--- config.mk ---
export PLATFORM = sky130hd
export DESIGN_NAME = knn_seq_ctrl
export DESIGN_NICKNAME = d
export VERILOG_FILES = /design/src/rtl/knn_seq_ctrl.sv
export SDC_FILE = /design/constraint.sdc
export NUM_CORES = 1
export LEC_CHECK = 0
export ABC_AREA = 0
export CAP_MARGIN = 25
export CORE_MARGIN = 2
export CORE_UTILIZATION = 49
export CTS_BUF_LIST = sky130_fd_sc_hd__clkbuf_4 sky130_fd_sc_hd__clkbuf_8 sky130_fd_sc_hd__clkbuf_16
export DETAILED_ROUTE_END_ITERATION = 16
export PLACE_DENSITY = 0.87
export RECOVER_POWER = 25
export SLEW_MARGIN = 15
export SYNTH_ARGS = -nofsm -noshare
export SYNTH_HDL_FRONTEND = slang
export SYNTH_SLANG_ARGS = --single-unit
--- constraint.sdc ---
create_clock -name clk -period 2.7 [get_ports clk]
set_input_delay 0.675 -clock clk [delete_from_list [all_inputs] [get_ports clk]]
set_output_delay 0.675 -clock clk [all_outputs]
set_load 0.02 [all_outputs]
--- src/rtl/knn_seq_ctrl.sv ---
// Phase sequencer for the KNN classifier datapath: IDLE -> LOAD -> SORT -> VOTE,
// with start/done handshake, stall, abort, back-to-back mode and a run counter.
module knn_seq_ctrl #(
  parameter int ADDR_W      = 7,
  parameter int NUM_SAMPLES = 128,
  parameter int SORT_CYCLES = 4,
  parameter int VOTE_CYCLES = 3,
  parameter int COUNT_W     = 8
) (
  input  logic               clk,
  input  logic               rst,
  input  logic               start,
  input  logic               stall,
  input  logic               abort,
  input  logic               continuous,
  output logic [1:0]         state,
  output logic [ADDR_W-1:0]  address,
  output logic               addr_valid,
  output logic               phase_last,
  output logic               busy,
  output logic               done,
  output logic [COUNT_W-1:0] frame_count
);

  // state | meaning
  // IDLE  | waiting for start
  // LOAD  | one training-sample address per unstalled cycle
  // SORT  | k-nearest selection
  // VOTE  | majority vote; last cycle loops to LOAD or returns to IDLE
  localparam logic [1:0] S_IDLE = 2'b00;
  localparam logic [1:0] S_LOAD = 2'b01;
  localparam logic [1:0] S_SORT = 2'b10;
  localparam logic [1:0] S_VOTE = 2'b11;

  localparam int W_LOAD = (NUM_SAMPLES > 1) ? $clog2(NUM_SAMPLES) : 1;
  localparam int W_SORT = (SORT_CYCLES > 1) ? $clog2(SORT_CYCLES) : 1;
  localparam int W_VOTE = (VOTE_CYCLES > 1) ? $clog2(VOTE_CYCLES) : 1;
  localparam int W_SV   = (W_SORT > W_VOTE) ? W_SORT : W_VOTE;
  localparam int W_LS   = (W_LOAD > W_SV) ? W_LOAD : W_SV;
  localparam int CNT_W  = (ADDR_W > W_LS) ? ADDR_W : W_LS;

  localparam logic [CNT_W-1:0] LOAD_LAST = CNT_W'(NUM_SAMPLES - 1);
  localparam logic [CNT_W-1:0] SORT_LAST = CNT_W'(SORT_CYCLES - 1);
  localparam logic [CNT_W-1:0] VOTE_LAST = CNT_W'(VOTE_CYCLES - 1);

  logic [CNT_W-1:0] cnt;
  logic [CNT_W-1:0] last_cnt;
  logic             at_last;

  always_comb begin
    last_cnt = '0;
    case (state)
      S_LOAD:  last_cnt = LOAD_LAST;
      S_SORT:  last_cnt = SORT_LAST;
      S_VOTE:  last_cnt = VOTE_LAST;
      default: last_cnt = '0;
    endcase
  end

  assign at_last = (cnt == last_cnt);

  always_ff @(posedge clk) begin
    if (rst) begin
      state       <= S_IDLE;
      cnt         <= '0;
      done        <= 1'b0;
      frame_count <= '0;
    end else begin
      done <= 1'b0;
      if (abort) begin
        state <= S_IDLE;
        cnt   <= '0;
      end else begin
        case (state)
          S_IDLE: begin
            cnt <= '0;
            if (start) state <= S_LOAD;
          end
          default: begin
            if (!stall) begin
              if (at_last) begin
                cnt <= '0;
                case (state)
                  S_LOAD: state <= S_SORT;
                  S_SORT: state <= S_VOTE;
                  default: begin
                    state       <= continuous ? S_LOAD : S_IDLE;
                    done        <= 1'b1;
                    frame_count <= frame_count + COUNT_W'(1);
                  end
                endcase
              end else begin
                cnt <= cnt + CNT_W'(1);
              end
            end
          end
        endcase
      end
    end
  end

  // Handshake outputs are qualified by the live stall input so the datapath
  // never consumes a frozen address twice.
  assign busy       = (state != S_IDLE);
  assign address    = (state == S_LOAD) ? cnt[ADDR_W-1:0] : '0;
  assign addr_valid = (state == S_LOAD) && !stall;
  assign phase_last = busy && !stall && at_last;

endmodule
# [Yosys cells after proc, flatten, opt, wreduce, memory -nomap -nowiden]
# Index checks and enable logic that the tools add are counted.
[classes] add_sub_neg=2 n_eq_ne=6 muxes=10 n_bitwise=5 reduce_logical=13
[ops] op="$pmux W7 S3" count=1
[ops] op="$mux W7" count=2
[ops] op="$add A8 B1 Y8 const B" count=1
[ops] op="$mux W2" count=4
[ops] op="$add A7 B1 Y7 const B" count=1
[ops] op="$eq A7 B7 Y1" count=1
[ops] op="$not A1 Y1" count=5
[ops] op="$reduce_and A5 Y1" count=1
[ops] op="$reduce_or A5 Y1" count=1
[ops] op="$eq A2 B2 Y1 const B" count=2
[ops] op="$pmux W2 S2" count=1
[ops] op="$reduce_bool A2 Y1" count=2
[ops] op="$reduce_or A2 Y1" count=2
[ops] op="$logic_and A1 B1 Y1" count=3
[ops] op="$reduce_and A3 Y1" count=1
[ops] op="$reduce_or A3 Y1" count=1
[ops] op="$eq A2 B1 Y1 const B" count=1
[ops] op="$logic_not A2 Y1" count=1
[ops] op="$mux W1" count=2
[ops] op="$ne A2 B1 Y1 const B" count=1
[ops] op="$ne A2 B2 Y1 const B" count=1
[ops] op="$logic_not A1 Y1" count=1
[totals] regBits=18 input_bits=6 output_inout_bits=21 wordCells=40

# [Longest topological paths before layout]
# Gate-level depths: netlist (run 1).
[depth] depth_word=6 mapped_depth=7 depth_no_buf=6

# [Worst setup path before layout (run 1)]
# No wires, ideal clock.
[synth_path] path_kind="register to output" startpoint="register state[0]" endpoint="output port phase_last" arrival_time_ps=1885 required_ps=2025 path_slack_ps=140 path_stages_with_launch=7 path_buffers=1 path_cell_list="dfxtp_1 > inv_1 > ha_1 > buf_2 > xnor2_2 > o2111ai_4 > nor4_4"
[synth_between] elab_chain_cells=4 elab_cells_between_ends=8 cone_classes="eq/ne (4); mux (1); reduce/logical (3)"
[synth_lines] element="from (decl)" line="16" text="output logic [1:0] state,"
[synth_lines] element="from (signal assigned)" line="87" text="state <= continuous ? S_LOAD : S_IDLE;"
[synth_lines] element="$eq A2 B2 Y1 or $eq A2 B1 Y1 (tied branches)" line="52" text="case (state)"
[synth_lines] element="$pmux W7 S3" line="52"
[synth_lines] element="$eq A7 B7 Y1" line="60" text="assign at_last = (cnt == last_cnt);"
[synth_lines] element="$logic_and A1 B1 Y1 (*)" line="107" text="assign phase_last = busy && !stall && at_last;"
[synth_lines] element="to (decl)" line="19" text="output logic phase_last,"
# Every way passes the cells marked *; elsewhere a longest branch is shown, timed or not.

# [Final worst setup path (run 1)]
[layout_path] startpoint="register state[1]" endpoint="output port phase_last"
# Same word-level chain as after synthesis.

==> results of run 1 <==
path summary, 6_finish.rpt:
check / start / end / slack [ns] / cells after the start
max: state[1]$_SDFFE_PP0P_ / phase_last / 0.12 / 6
min: frame_count[0]$_SDFFE_PP0P_ / frame_count[0]$_SDFFE_PP0P_ / 0.57 / 2
max reg2reg: state[1]$_SDFFE_PP0P_ / frame_count[7]$_SDFFE_PP0P_ / 0.46 / 7
min reg2reg: frame_count[0]$_SDFFE_PP0P_ / frame_count[0]$_SDFFE_PP0P_ / 0.57 / 2
per-layer routing:
metal	track usage, %	vias to the layer above	share of wire [%]
met3	2.29	4	4.1
met2	35.7	33	51
met4	6.84	0	1.1
li1	-	505	-
met1	23.3	473	44
met5	0	-	0
kinds of logic after synthesis:
family                     after synthesis
muxes                                    8
and+or+nand+nor                         61
adders and majority gates                7
AOI/OAI and AO/OA                       13
xor gates and xnor gates                 8
DFF                                     18
buffers and inverters                    7
power breakdown:
part / internal [µW] / switching, µW / total, µW
Clock: 51.9 / 80.5 / 132
Combinational: 45.0 / 51.8 / 96.8
Sequential: 267 / 1.65 / 269
sequential cells by signal, indices dropped and copies added, names as in the netlist:
register,flops
cnt,7
done,1
frame_count,8
state,2
through the flow:
stage	total power [µW]	TNS, ns	area, µm²	std cells
after CTS	499	0	1510	186
after global placement	369	-0.0518	1490	183
after floorplan	334	0	1140	122
after detailed placement	372	-0.102	1490	183
after global routing	514	0	1510	186
final	498	0	1510	186
area by class of cell:
type	instances	share of cell area (%)
clock buffers	3	1.50
inverters	4	0.997
multi-input cells	97	49.4
flip-flops and latches	18	23.9
well taps	28	2.33
repair buffers	36	21.8
Yosys cell counts (2+ instances only):
master	count
dfxtp_1	18
nor2_1	17
and2_1	9
nor2b_1	9
ha_1	7
nor3_1	5
inv_1	4
mux2_2	4
nand2_1	4
nand4_1	4
xnor2_1	3
xor2_1	3
a21oi_1	2
mux2_1	2
mux2i_1	2
nand3_1	2
nor4_2	2
o21ai_0	2
what timing repair did:
action | 4_1_cts | 5_1_grt
endpoints found under the setup margin | 2 | 1
gates resized for setup | 4 | 1
setup buffers | 0 | 0
pin swaps | 0 | 0
worst max-delay path, cell delays in order, from the launching register on:
cell and delay, ns:
dfxtp_1 0.35, inv_1 0.09, ha_1 0.33, xnor2_2 0.24, o2111ai_4 0.15, nor4_4 0.25
buf_2 0.21
==> qor.yml, run 1 <==
floorplanning:
  io_pins: 27
  dieArea_um2: 2730
  core_region_area_um2: 2210
  start_util_pct: 51.5
  rows: 17
  dieHeight_um: 52.2
  die_w_um: 52.2
place:
  gp_congestion: 0.787
  io_buffers: 26
  dp_hpwl_mm: 1.92
  pre_cts_ws_ns: -0.0788
power:
  peakVddDrop_uv: 245
  cellPowerDensity_nw_per_um2: 331
  p_leak_uw: 0.000577
worst_setup_path:
  cp.required_ns: 2.03
  cp-end-kind: "primary output"
  worstPathArrival_ns: 1.91
  path_class: "flop to primary output"
  crit_fanout: 4
  cp-start-kind: "flop"
layout:
  area_growth_pct: 32.2
  ff_latch_area_um2: 360
  drive_gt1_share_pct: 17.7
  layout_common_cells: "clkdlybuf4s50_1 (21), dfxtp_1 (18), nor2_1 (17), buf_4 (10)"
  n_antenna_cell: 0
  multiInputGateArea_um2: 744
  finish.utilization_pct: 68.1
  mostFrequentLayoutCell: "clkdlybuf4s50_1"
  nets: 173
  fillers: 185
sta:
  rsz0062_at_grt: "no"
  period_share_pct: 95.7
  hold-worst-slack_ns: 0.571
  hold_viol: 0
  fin_skew_ns: 0.00462
  fin_crit_ns: 2.58
  slew_violations: 0
  worstMarginPinSlew_ns: 0.368
  finalWorstSetupSlack_ns: 0.116
  timing.fmax_ghz: 0.387
  relSlewSlack_pct: 75.4
  final-setup-viol-count: 0
yosys:
  synthXorXnorAreaFrac_pct: 7.46
  syn_avg_cell_area_um2: 9.34
  ys_seq_area_share_pct: 31.6
  ys_warn_count: 0
  netlist_area_um2: 1140
  ys_top_cells_by_area: "dfxtp_1 (32%), ha_1 (7.7%), nor2_1 (5.6%), and2_1 (4.9%), nor2b_1 (4.9%)"
  ys.flop_type: "dfxtp_1"
  synth_area_leader_cell: "dfxtp_1"
  synth_top_area_share_pct: 31.6
  synthArstFlopShare_pct: 0
  ys_ff_latch: 18
  synthMuxAreaShare_pct: 7.68
  synth_cell_types: 41
  syn-instance-count: 122
  synth_top_family_by_area: "simple AND/OR/NAND/NOR gates"
  synth_enable_flop_cells: 0
  yosys.area_share.adder_pct: 7.68
  synthSimpleGateAreaFrac_pct: 32.2
  synth_compound_area_share_pct: 10.3
  synth_nets: 135
cts:
  htree_levels: 1
  clock_path_buffers: 2
  clk_pin_slew_worst_paths_ns: 0.10
  hold_buffers: 0
  numClockSinks: 18
  cts.root.buffer_cell: "clkbuf_4"
  cts_tree: "yes"
  cts_buffers: 3
  insertion_delay_ns: 0.29
grt:
  first_global_vias: 970
  grt_pass1_wl_mm: 4.04
  grtUsageTotal_pct: 19.5
  grt.overflow.total: 0
  antenna_found_initial: 0
  grt_max_degree: 16
drt:
  via_per_inst: 5.46
  drtIter0Drc: 16
  drc: 0
  vias: 1015
  routed_wl_mm: 2.41
  final_antenna_net_count: 0
  drt_first_pass_iters: 4
  detail_route.wl_per_cell_um: 13.0
worst_hold_path:
  hold_class: "flop to flop"
run:
  cap_violations: 0
run_status:
  status: "finished, final reports clean"
Power figures use the tool's default switching activity.
==> inputs of run 2 (changes only) <==
--- a/config.mk
+++ b/config.mk
@@ -13,6 +13,7 @@
 export DETAILED_ROUTE_END_ITERATION = 16
 export PLACE_DENSITY = 0.87
 export RECOVER_POWER = 25
+export SKIP_CTS_REPAIR_TIMING = 1
 export SLEW_MARGIN = 15
 export SYNTH_ARGS = -nofsm -noshare
 export SYNTH_HDL_FRONTEND = slang
==> run 2 against run 1 <==
Effect of this change: first-iteration DRC count is the same; hold slack is essentially flat; critical path depth is the same; global-route usage grew 0.060 points; clock-buffer cell count is the same; total power is essentially flat; via count grew 0.79%; sequential share of layout area shrank 0.060 points; final area grew 0.25%; critical path type unchanged; largest cell class unchanged.
==> qor.yml, run 2 (synthesis results as in run 1) <==
grt:
  first_global_vias: 976  # +0.62%
  grt_pass1_wl_mm: 4.06  # +0.35%
  grt.overflow.total: 0  # unchanged
  grtUsageTotal_pct: 19.6  # +0.060 points
  grt_max_degree: 16  # unchanged
  antenna_found_initial: 0  # unchanged
cts:
  numClockSinks: 18  # unchanged
  cts_tree: "yes"
  insertion_delay_ns: 0.29  # about the same
  cts_buffers: 3  # unchanged
  htree_levels: 1  # unchanged
  clk_pin_slew_worst_paths_ns: 0.10  # about the same
  clock_path_buffers: 2  # unchanged
  cts.root.buffer_cell: "clkbuf_4"
place:
  pre_cts_ws_ns: -0.0788  # unchanged
  gp_congestion: 0.787  # unchanged
  dp.cells: 183  # unchanged
  io_buffers: 26  # unchanged
  dp_hpwl_mm: 1.92  # unchanged
floorplanning:
  core_region_area_um2: 2210  # unchanged
  dieHeight_um: 52.2  # unchanged
  rows: 17  # unchanged
  io_pins: 27  # unchanged
  die_w_um: 52.2  # unchanged
  start_util_pct: 51.5  # unchanged
  dieArea_um2: 2730  # unchanged
layout:
  fillers: 182  # -1.6%
  reg.largest.list: "frame_count x8, cnt x7, state x2"
  ff_latch_area_um2: 360  # unchanged
  nets: 173  # unchanged
  layout.cells.non_filler: 186  # unchanged
  top_register: "frame_count"
  n_antenna_cell: 0  # unchanged
  area_growth_pct: 32.5
  mostFrequentLayoutCell: "clkdlybuf4s50_1"
  layout_common_cells: "clkdlybuf4s50_1 (21), dfxtp_1 (18), nor2_1 (17), buf_4 (10)"
  largest_register_ffs: 8  # unchanged
  drive_gt1_share_pct: 17.7  # unchanged
  multiInputGateArea_um2: 744  # unchanged
worst_setup_path:
  endpoint: "phase_last"
  crit_family: "flip-flops"
  path_buf_inv: 2  # unchanged
  path_class: "flop to primary output"
  rrSetupSlack_ns: 0.46  # about the same
  timing.rr.end: "frame_count[7]$_SDFFE_PP0P_"
  cp.required_ns: 2.03  # about the same
  cp_slowest_cell: "dfxtp_1"
  crit_path_start: "state[1]$_SDFFE_PP0P_"
  r2r_start: "state[1]$_SDFFE_PP0P_"
  cp-start-kind: "flop"
  cp.depth: 6  # unchanged
  crit_fanout: 4  # unchanged
  cp-end-kind: "primary output"
  path_cells: "inv_1, ha_1, xnor2_2, o2111ai_4, nor4_4, clkbuf_2"
  worstPathArrival_ns: 1.92  # about the same
  r2r_cells: 7  # unchanged
  cpPeakStageDelay_ns: 0.35  # about the same
sta:
  relSlewSlack_pct: 75.4  # unchanged
  final-setup-viol-count: 0  # unchanged
  tns_ns: 0  # unchanged
  worstMarginPinSlew_ns: 0.368  # unchanged
  finalWorstSetupSlack_ns: 0.108  # -0.00806 ns
  rsz0062_at_grt: "no"
  hold-worst-slack_ns: 0.571  # +0.0000440 ns
  fin_skew_ns: 0.00458  # -0.0000429 ns
  fin_crit_ns: 2.59  # +0.00806 ns
  hold_viol: 0  # unchanged
  timing.fmax_ghz: 0.386  # -0.31%
  slew_violations: 0  # unchanged
  period_share_pct: 96.0  # +0.30 points
worst_hold_path:
  min_path_cells: 2  # unchanged
  hold_class: "flop to flop"
drt:
  drtIter0Drc: 16  # unchanged
  drt_first_pass_iters: 4  # unchanged
  vias: 1023  # +0.79%
  via_per_inst: 5.50  # +0.79%
  final_antenna_net_count: 0  # unchanged
  detail_route.wl_per_cell_um: 13.1  # +0.66%
  drc: 0  # unchanged
  routed_wl_mm: 2.43  # +0.66%
power:
  power_uw: 498  # about the same
  peakVddDrop_uv: 245  # about the same
  p_leak_uw: 0.000590  # +2.1%
  cellPowerDensity_nw_per_um2: 330  # -0.16%
run:
  cap_violations: 0  # unchanged
run_status:
  status: "finished, final reports clean"
## run 2: cell count changes in the layout (fill, tap and decap cells not counted)
cell	change
dlymetal6s2s_1	+1
clkbuf_2	+1
buf_2	-1
dlygate4sd2_1	-1
## run 2: per-layer routing
layer | vias to the layer above | GRT usage [%] | wire, µm
li1 | 505 | - | -
met4 | 0 | 6.84 | 27
met3 | 4 | 2.29 | 99
met2 | 33 | 35.9 | 1240
met1 | 481 | 23.3 | 1060
met5 | - | 0 | 0
## run 2: stage by stage
| step | area, µm² | utilization [%] |
|---|---|---|
| final | 1510 | 68.3 |
| after global routing | 1510 | 68.3 |
| after CTS | 1510 | 68.4 |
| after detailed placement | 1490 | 67.4 |
| after global placement | 1490 | 67.4 |
| after floorplan | 1140 | - |
## run 2: area by class of cell
type                            count  share of cell area (%)
Clock buffer                        3                    1.49
Inverter                            4                   0.994
Multi-Input combinational cell     97                    49.3
Sequential cell                    18                    23.9
Tap cell                           28                    2.32
Timing Repair Buffer               36                    22.0
## run 2: report_power, final
group	internal, µW	leakage (µW)	switching [µW]
clock network	51.9	0.0000138	80.5
logic	45.3	0.000431	52.0
registers	267	0.000145	1.65
## run 2: worst min-delay path by stage
| stage | from | to | slack (ns) |
|---|---|---|---|
| after floorplan | cnt[6]$_SDFFE_PP0N_ | cnt[6]$_SDFFE_PP0N_ | 0.53 |
| after global placement | frame_count[7]$_SDFFE_PP0P_ | frame_count[7]$_SDFFE_PP0P_ | 0.53 |
| after detailed placement | frame_count[1]$_SDFFE_PP0P_ | frame_count[1]$_SDFFE_PP0P_ | 0.55 |
| after CTS | frame_count[1]$_SDFFE_PP0P_ | frame_count[1]$_SDFFE_PP0P_ | 0.56 |
| after global routing | frame_count[0]$_SDFFE_PP0P_ | frame_count[0]$_SDFFE_PP0P_ | 0.61 |
| final | frame_count[0]$_SDFFE_PP0P_ | frame_count[0]$_SDFFE_PP0P_ | 0.57 |
## run 2: worst min-delay path, stage by stage (launching register included)
cell	delay [ns]
dfxtp_1	0.38
o21ai_0	0.09
a21oi_1	0.06
